## src/rtl/jk_seq_pkg.sv

```systemverilog
// Shared types, command encodings and the JK next-state rule for the step sequencer.
package jk_seq_pkg;

   typedef enum logic [1:0] {
      IDLE = 2'd0,
      RUN  = 2'd1,
      DONE = 2'd2
   } state_t;

   // {j,k} command encodings held in the step table
   localparam logic [1:0] JK_HOLD = 2'b00;
   localparam logic [1:0] JK_RST  = 2'b01;
   localparam logic [1:0] JK_SET  = 2'b10;
   localparam logic [1:0] JK_TOG  = 2'b11;

   function automatic logic jk_next(input logic q, input logic [1:0] cmd);
      case (cmd)
         JK_HOLD: return q;
         JK_RST:  return 1'b0;
         JK_SET:  return 1'b1;
         default: return ~q;
      endcase
   endfunction

endpackage

```

## src/rtl/jk_seq_ctrl_tick_prescaler.sv

```systemverilog
// Free-running divider producing a one-cycle tick enable every DIV_MAX+1 cycles while enabled.
module tick_prescaler #(
   parameter int DIV_MAX = 20000000,
   parameter int CNT_W   = 27
) (
   input  logic clk,
   input  logic rst_n,
   input  logic en,
   input  logic clr,
   output logic tick
);

   localparam logic [CNT_W-1:0] DIV_VAL = CNT_W'(DIV_MAX);

   logic [CNT_W-1:0] r_cnt;
   logic             w_wrap;

   assign w_wrap = (r_cnt == DIV_VAL);

   // NOTE: registers use non-blocking assignments so every flop samples pre-edge values.
   always_ff @(posedge clk or negedge rst_n) begin
      if (!rst_n) begin
         r_cnt <= '0;
      end else if (clr || !en || w_wrap) begin
         r_cnt <= '0;
      end else begin
         r_cnt <= r_cnt + 1'b1;
      end
   end

   assign tick = en && w_wrap;

endmodule

```

## src/rtl/jk_seq_ctrl.sv

```systemverilog
// JK flip-flop sequencer: a prescaled tick walks a programmable {j,k} step table.
module jk_seq_ctrl
   import jk_seq_pkg::*;
#(
   parameter int DIV_MAX = 20000000,
   parameter int CNT_W   = 27,
   parameter int NSTEP   = 8,
   parameter int STEP_W  = 3
) (
   input  logic              clk,
   input  logic              rst_n,
   input  logic              start,
   input  logic              stop,
   input  logic              loop,
   input  logic [STEP_W-1:0] len,
   input  logic              prog_we,
   input  logic [STEP_W-1:0] prog_addr,
   input  logic [1:0]        prog_data,
   output logic              j_out,
   output logic              k_out,
   output logic              q,
   output logic              tick,
   output logic              busy,
   output logic              done,
   output logic [STEP_W-1:0] step_idx
);

   state_t            r_state;
   state_t            w_state_nxt;
   logic [1:0]        r_table [NSTEP];
   logic [STEP_W-1:0] r_step_idx;
   logic [STEP_W-1:0] r_len_lat;
   logic              r_loop_lat;
   logic              r_q;

   logic              w_tick;
   logic              w_in_run;
   logic              w_start_ok;
   logic              w_stop_ok;
   logic              w_adv;
   logic              w_last;
   logic [1:0]        w_cmd;

   assign w_in_run   = (r_state == RUN);
   assign w_start_ok = (r_state == IDLE) && start;
   assign w_stop_ok  = w_in_run && stop;
   // stop beats a coincident tick, so the table is not applied on that edge
   assign w_adv      = w_tick && !stop;
   assign w_last     = (r_step_idx == r_len_lat);
   assign w_cmd      = r_table[r_step_idx];

   tick_prescaler #(
      .DIV_MAX (DIV_MAX),
      .CNT_W   (CNT_W)
   ) u_prescaler (
      .clk   (clk),
      .rst_n (rst_n),
      .en    (w_in_run),
      .clr   (w_stop_ok),
      .tick  (w_tick)
   );

   always_ff @(posedge clk or negedge rst_n) begin
      if (!rst_n) begin
         r_state <= IDLE;
      end else begin
         r_state <= w_state_nxt;
      end
   end

   // NOTE: default assigned first so no path through the case leaves a latch.
   always_comb begin
      w_state_nxt = r_state;
      case (r_state)
         IDLE: if (start) w_state_nxt = RUN;
         RUN: begin
            if (stop) begin
               w_state_nxt = IDLE;
            end else if (w_tick && w_last && !r_loop_lat) begin
               w_state_nxt = DONE;
            end
         end
         DONE:    w_state_nxt = IDLE;
         default: w_state_nxt = IDLE;
      endcase
   end

   // NOTE: the table is flops, not RAM, precisely so reset can clear every entry.
   always_ff @(posedge clk or negedge rst_n) begin
      if (!rst_n) begin
         for (int i = 0; i < NSTEP; i++) begin
            r_table[i] <= JK_HOLD;
         end
      end else if ((r_state == IDLE) && prog_we) begin
         r_table[prog_addr] <= prog_data;
      end
   end

   always_ff @(posedge clk or negedge rst_n) begin
      if (!rst_n) begin
         r_step_idx <= '0;
         r_len_lat  <= '0;
         r_loop_lat <= 1'b0;
         r_q        <= 1'b0;
      end else if (w_start_ok) begin
         r_step_idx <= '0;
         r_len_lat  <= len;
         r_loop_lat <= loop;
      end else if (w_stop_ok) begin
         r_step_idx <= '0;
      end else if (w_adv) begin
         r_q <= jk_next(r_q, w_cmd);
         if (!w_last) begin
            r_step_idx <= r_step_idx + 1'b1;
         end else if (r_loop_lat) begin
            r_step_idx <= '0;
         end
      end
   end

   assign j_out    = w_in_run & w_cmd[1];
   assign k_out    = w_in_run & w_cmd[0];
   assign q        = r_q;
   assign tick     = w_tick;
   assign busy     = w_in_run;
   assign done     = (r_state == DONE);
   assign step_idx = r_step_idx;

endmodule

```

## config.mk

```make
export PLATFORM = sky130hd
export DESIGN_NAME = jk_seq_ctrl
export DESIGN_NICKNAME = d
export VERILOG_FILES = /design/src/rtl/jk_seq_pkg.sv /design/src/rtl/jk_seq_ctrl_tick_prescaler.sv /design/src/rtl/jk_seq_ctrl.sv
export SDC_FILE = /design/constraint.sdc
export NUM_CORES = 1
export LEC_CHECK = 0
export CAP_MARGIN = 20
export CELL_PAD_IN_SITES_DETAIL_PLACEMENT = 0
export CELL_PAD_IN_SITES_GLOBAL_PLACEMENT = 2
export CORE_ASPECT_RATIO = 1.25
export CORE_MARGIN = 4
export CORE_UTILIZATION = 38
export CTS_CLUSTER_DIAMETER = 150
export DETAILED_ROUTE_END_ITERATION = 6
export GPL_TIMING_DRIVEN = 0
export PLACE_DENSITY = 0.82
export SLEW_MARGIN = 20
export SYNTH_ARGS = -nofsm -noshare
export SYNTH_HDL_FRONTEND = slang
export SYNTH_SLANG_ARGS = --single-unit
```

## constraint.sdc

```tcl
create_clock -name clk -period 3.2 [get_ports clk]
set_input_delay 0.64 -clock clk [delete_from_list [all_inputs] [get_ports clk]]
set_output_delay 0.64 -clock clk [all_outputs]
set_load 0.03 [all_outputs]
```

==> results_dict.tcl <==
set metrics [dict create \
    postPlaceCellArea_um2 3030 \
    period_needed_ns 3.04 \
    cts_buffers 5 \
    routabilityCongestion 0.722 \
    io_pins 23 \
    yosys.area.top_type_share 0.491 \
    status "completed" \
    synth_fp_nets 276 \
    drtIter0Drc 87 \
    crit_path_end_kind "primary output" \
    core_area_um2 6930 \
    crit_chain "or4b_1 > nor4_4 > nand4_1 > buf_4 > nor2_1 > clkbuf_4" \
    synth_edf_count 0 \
    initial_core_util 0.390 \
    synth_top_cell_by_area "dfrtp_1" \
    cp.arrival_ns 2.40 \
    drive_above_1_share 0.147 \
    cts_tree "done" \
    ir_drop_mv 0.357 \
    synth_area_leaders "dfrtp_1 (49%), mux2_2 (8.3%), xnor2_1 (7.5%)" \
    setup_violations 0 \
    reg2reg_depth 7 \
    timing.final.max_slew_violations 0 \
    antenna_found_initial 0 \
    clock_latency_ns 0.31 \
    crit_path_start_kind "register" \
    drc_errors 0 \
    yosysMostFrequentCell "dfrtp_1" \
    clockRootBuffer "clkbuf_8" \
    track_usage 0.142 \
    first_pass_iters 4 \
    avgRoutedWirePerCell_um 14.7 \
    worstSetupPathType "register to primary output" \
    instances_no_fill 376 \
    die-area_um2 8540 \
    leakage_nw 1.24 \
    ctsHtreeMaxLevel 2 \
    maxCapViolCount 0 \
    cts.sinks 53 \
    fin_area_um2 3160 \
    setup_tns_ns 0 \
    fillers 657 \
    powerDensity_nw_per_um2 574 \
    yosysWarnings 0 \
    wl_um 5530 \
    hpwlAfterDp_um 3980 \
    rows 34 \
    slew_headroom 0.546 \
    post-place-cells 369 \
    critPathMaxStageDelay_ns 0.58 \
    synthCells 257 \
    die_x_um 83.4 \
    ys_async_sr_fraction 1.00 \
    hold_viol_final 0 \
    synthFlopType "dfrtp_1" \
    ys_seq_area_frac 0.491 \
    synth-seq-cells 53 \
    gr-total-overflow 0 \
    synthTopCellsByCount "dfrtp_1 (53), nor2_1 (37), xnor2_1 (23), nand2_1 (21), mux2_2 (20)" \
    route.detailed.vias_per_inst 5.03 \
    syn_area_per_cell_um2 10.5 \
    synth_area_um2 2700 \
    area_growth_pct 16.8 \
    hp-class "input pin to async pin" \
    required_ns 2.56 \
    ant_nets 0 \
    grt_start_max_net_pins 54 \
    synth_cell_types 37 \
    nNetsFinal 304 \
    fmaxAchievable_mhz 329 \
    io_buffers 22 \
    cpMaxStageDelayCell "or4b_1" \
    hold_buffers 0 \
    finalCritPeriodShare 0.951 \
    crit_fanout 10 \
    rsz0062_at_grt "no" \
    routed-via-count 1893 \
    die_h_um 102 \
    grt_first_pass_wirelength_um 9670 \
    antennaDiodeCount 0 \
    clock_path_buffers 2 \
    grt_pass1_vias 2033 \
    worst_pin_slew_ns 0.681 \
    cts_setup_buffers 0 \
    clkTransAtPathRegs_ns 0.10 \
    finClkSkew_ns 0.0109 \
]
-- state kept, by name, indices dropped and copies added, names as in the netlist --
signal	cells
r_state	2
u_prescaler.r_cnt	27
q	1
r_loop_lat	1
r_table	16
r_len_lat	3
step_idx	3
-- path summary, 6_finish.rpt --
check / endpoint / slack, ns / startpoint
worst max-delay path: tick / 0.16 / u_prescaler.r_cnt[14]
worst min-delay path: u_prescaler.r_cnt[21] / 0.35 / rst_n
worst max register to register: r_state[0] / 0.85 / u_prescaler.r_cnt[14]
worst min register to register: u_prescaler.r_cnt[0] / 0.48 / u_prescaler.r_cnt[0]
max in group asynchronous: u_prescaler.r_cnt[14] / 2.35 / rst_n
min in group clk: u_prescaler.r_cnt[0] / 0.48 / u_prescaler.r_cnt[0]
-- critical path: cells and delay by family, from the launching register on --
kind                   cells  cell delay [ns]
AND/OR/NAND/NOR            4             1.19
buffers and inverters      2             0.42
flip-flops                 1             0.46
-- per-layer routing --
| layer | vias to the layer above | track usage | wire length (µm) |
|---|---|---|---|
| met5 | - | 0 | 0 |
| met4 | 0 | 0.0507 | 88 |
| met1 | 919 | 0.169 | 2470 |
| met2 | 29 | 0.259 | 2830 |
| met3 | 7 | 0.0266 | 141 |
| li1 | 938 | - | - |
-- what timing repair did --
| item | in CTS | in global routing |
|---|---|---|
| endpoints found under the hold margin | 0 | 0 |
| resized for setup | 4 | 8 |
| endpoints found under the setup margin | 3 | 3 |
| pin swaps | 0 | 1 |
-- per-stage QoR --
stage               hold slack [ns]   util  setup slack (ns)  power (mW)
finish                        0.353  0.456             0.158        1.81
global route                  0.407  0.456            0.0111        1.93
CTS                           0.386  0.454           -0.0262        1.84
detailed placement            0.462  0.438           -0.0866        1.37
global placement              0.453  0.438            -0.220        1.36
floorplan                     0.344      -             0.635        1.21
-- layout make-up --
| cell class | instances | area, µm² | area share |
|---|---|---|---|
| repair buffers | 22 | 215 | 0.0681 |
| clock buffers | 6 | 72.6 | 0.0230 |
| plain buffers | 7 | 37.5 | 0.0119 |
| multi-input cells | 187 | 1320 | 0.418 |
| well taps | 90 | 113 | 0.0356 |
| inverters | 9 | 33.8 | 0.0107 |
| clock inverters | 2 | 38.8 | 0.0123 |
| flip-flops and latches | 53 | 1330 | 0.421 |
-- cell usage in the layout, fill, tap and decap left out, types with 2 or more instances in the layout --
| cell type | count |
|---|---|
| xor2_1 | 4 |
| nand3_1 | 10 |
| nand2_1 | 21 |
| clkbuf_1 | 5 |
| mux2i_1 | 2 |
| clkdlybuf4s50_1 | 20 |
| nand2b_1 | 4 |
| o21ai_0 | 3 |
| clkbuf_8 | 5 |
| nor4_1 | 6 |
| inv_1 | 9 |
| dfrtp_1 | 51 |
| buf_4 | 4 |
| and3_1 | 7 |
| dfrtp_2 | 2 |
| o211ai_1 | 2 |
| mux4_2 | 4 |
| o31ai_1 | 2 |
| nand4_1 | 4 |
| nor2b_1 | 4 |
| mux2_2 | 20 |
| ha_1 | 5 |
| xnor2_1 | 23 |
| or3_1 | 3 |
| and2_1 | 3 |
| nor2_1 | 37 |
| nor3_1 | 9 |
| a21oi_1 | 2 |
-- where the power goes --
part | switching (mW) | internal (mW) | total, mW
Combinational | 0.230 | 0.241 | 0.471
Sequential | 0.0737 | 0.804 | 0.878
Clock | 0.229 | 0.235 | 0.464
Total | 0.532 | 1.28 | 1.81
-- cell families (layout without fill, tap and decap cells) --
family / count (synthesis) / count (layout) / synth area share
buf+inv: 17 / 46 / 0.0268
fa+ha+maj: 5 / 5 / 0.0231
compound gates: 12 / 12 / 0.0324
mux: 26 / 26 / 0.124
flops: 53 / 53 / 0.491
simple gates: 117 / 117 / 0.216
xor+xnor: 27 / 27 / 0.0875
No activity file was read; power rests on OpenSTA's default activity.
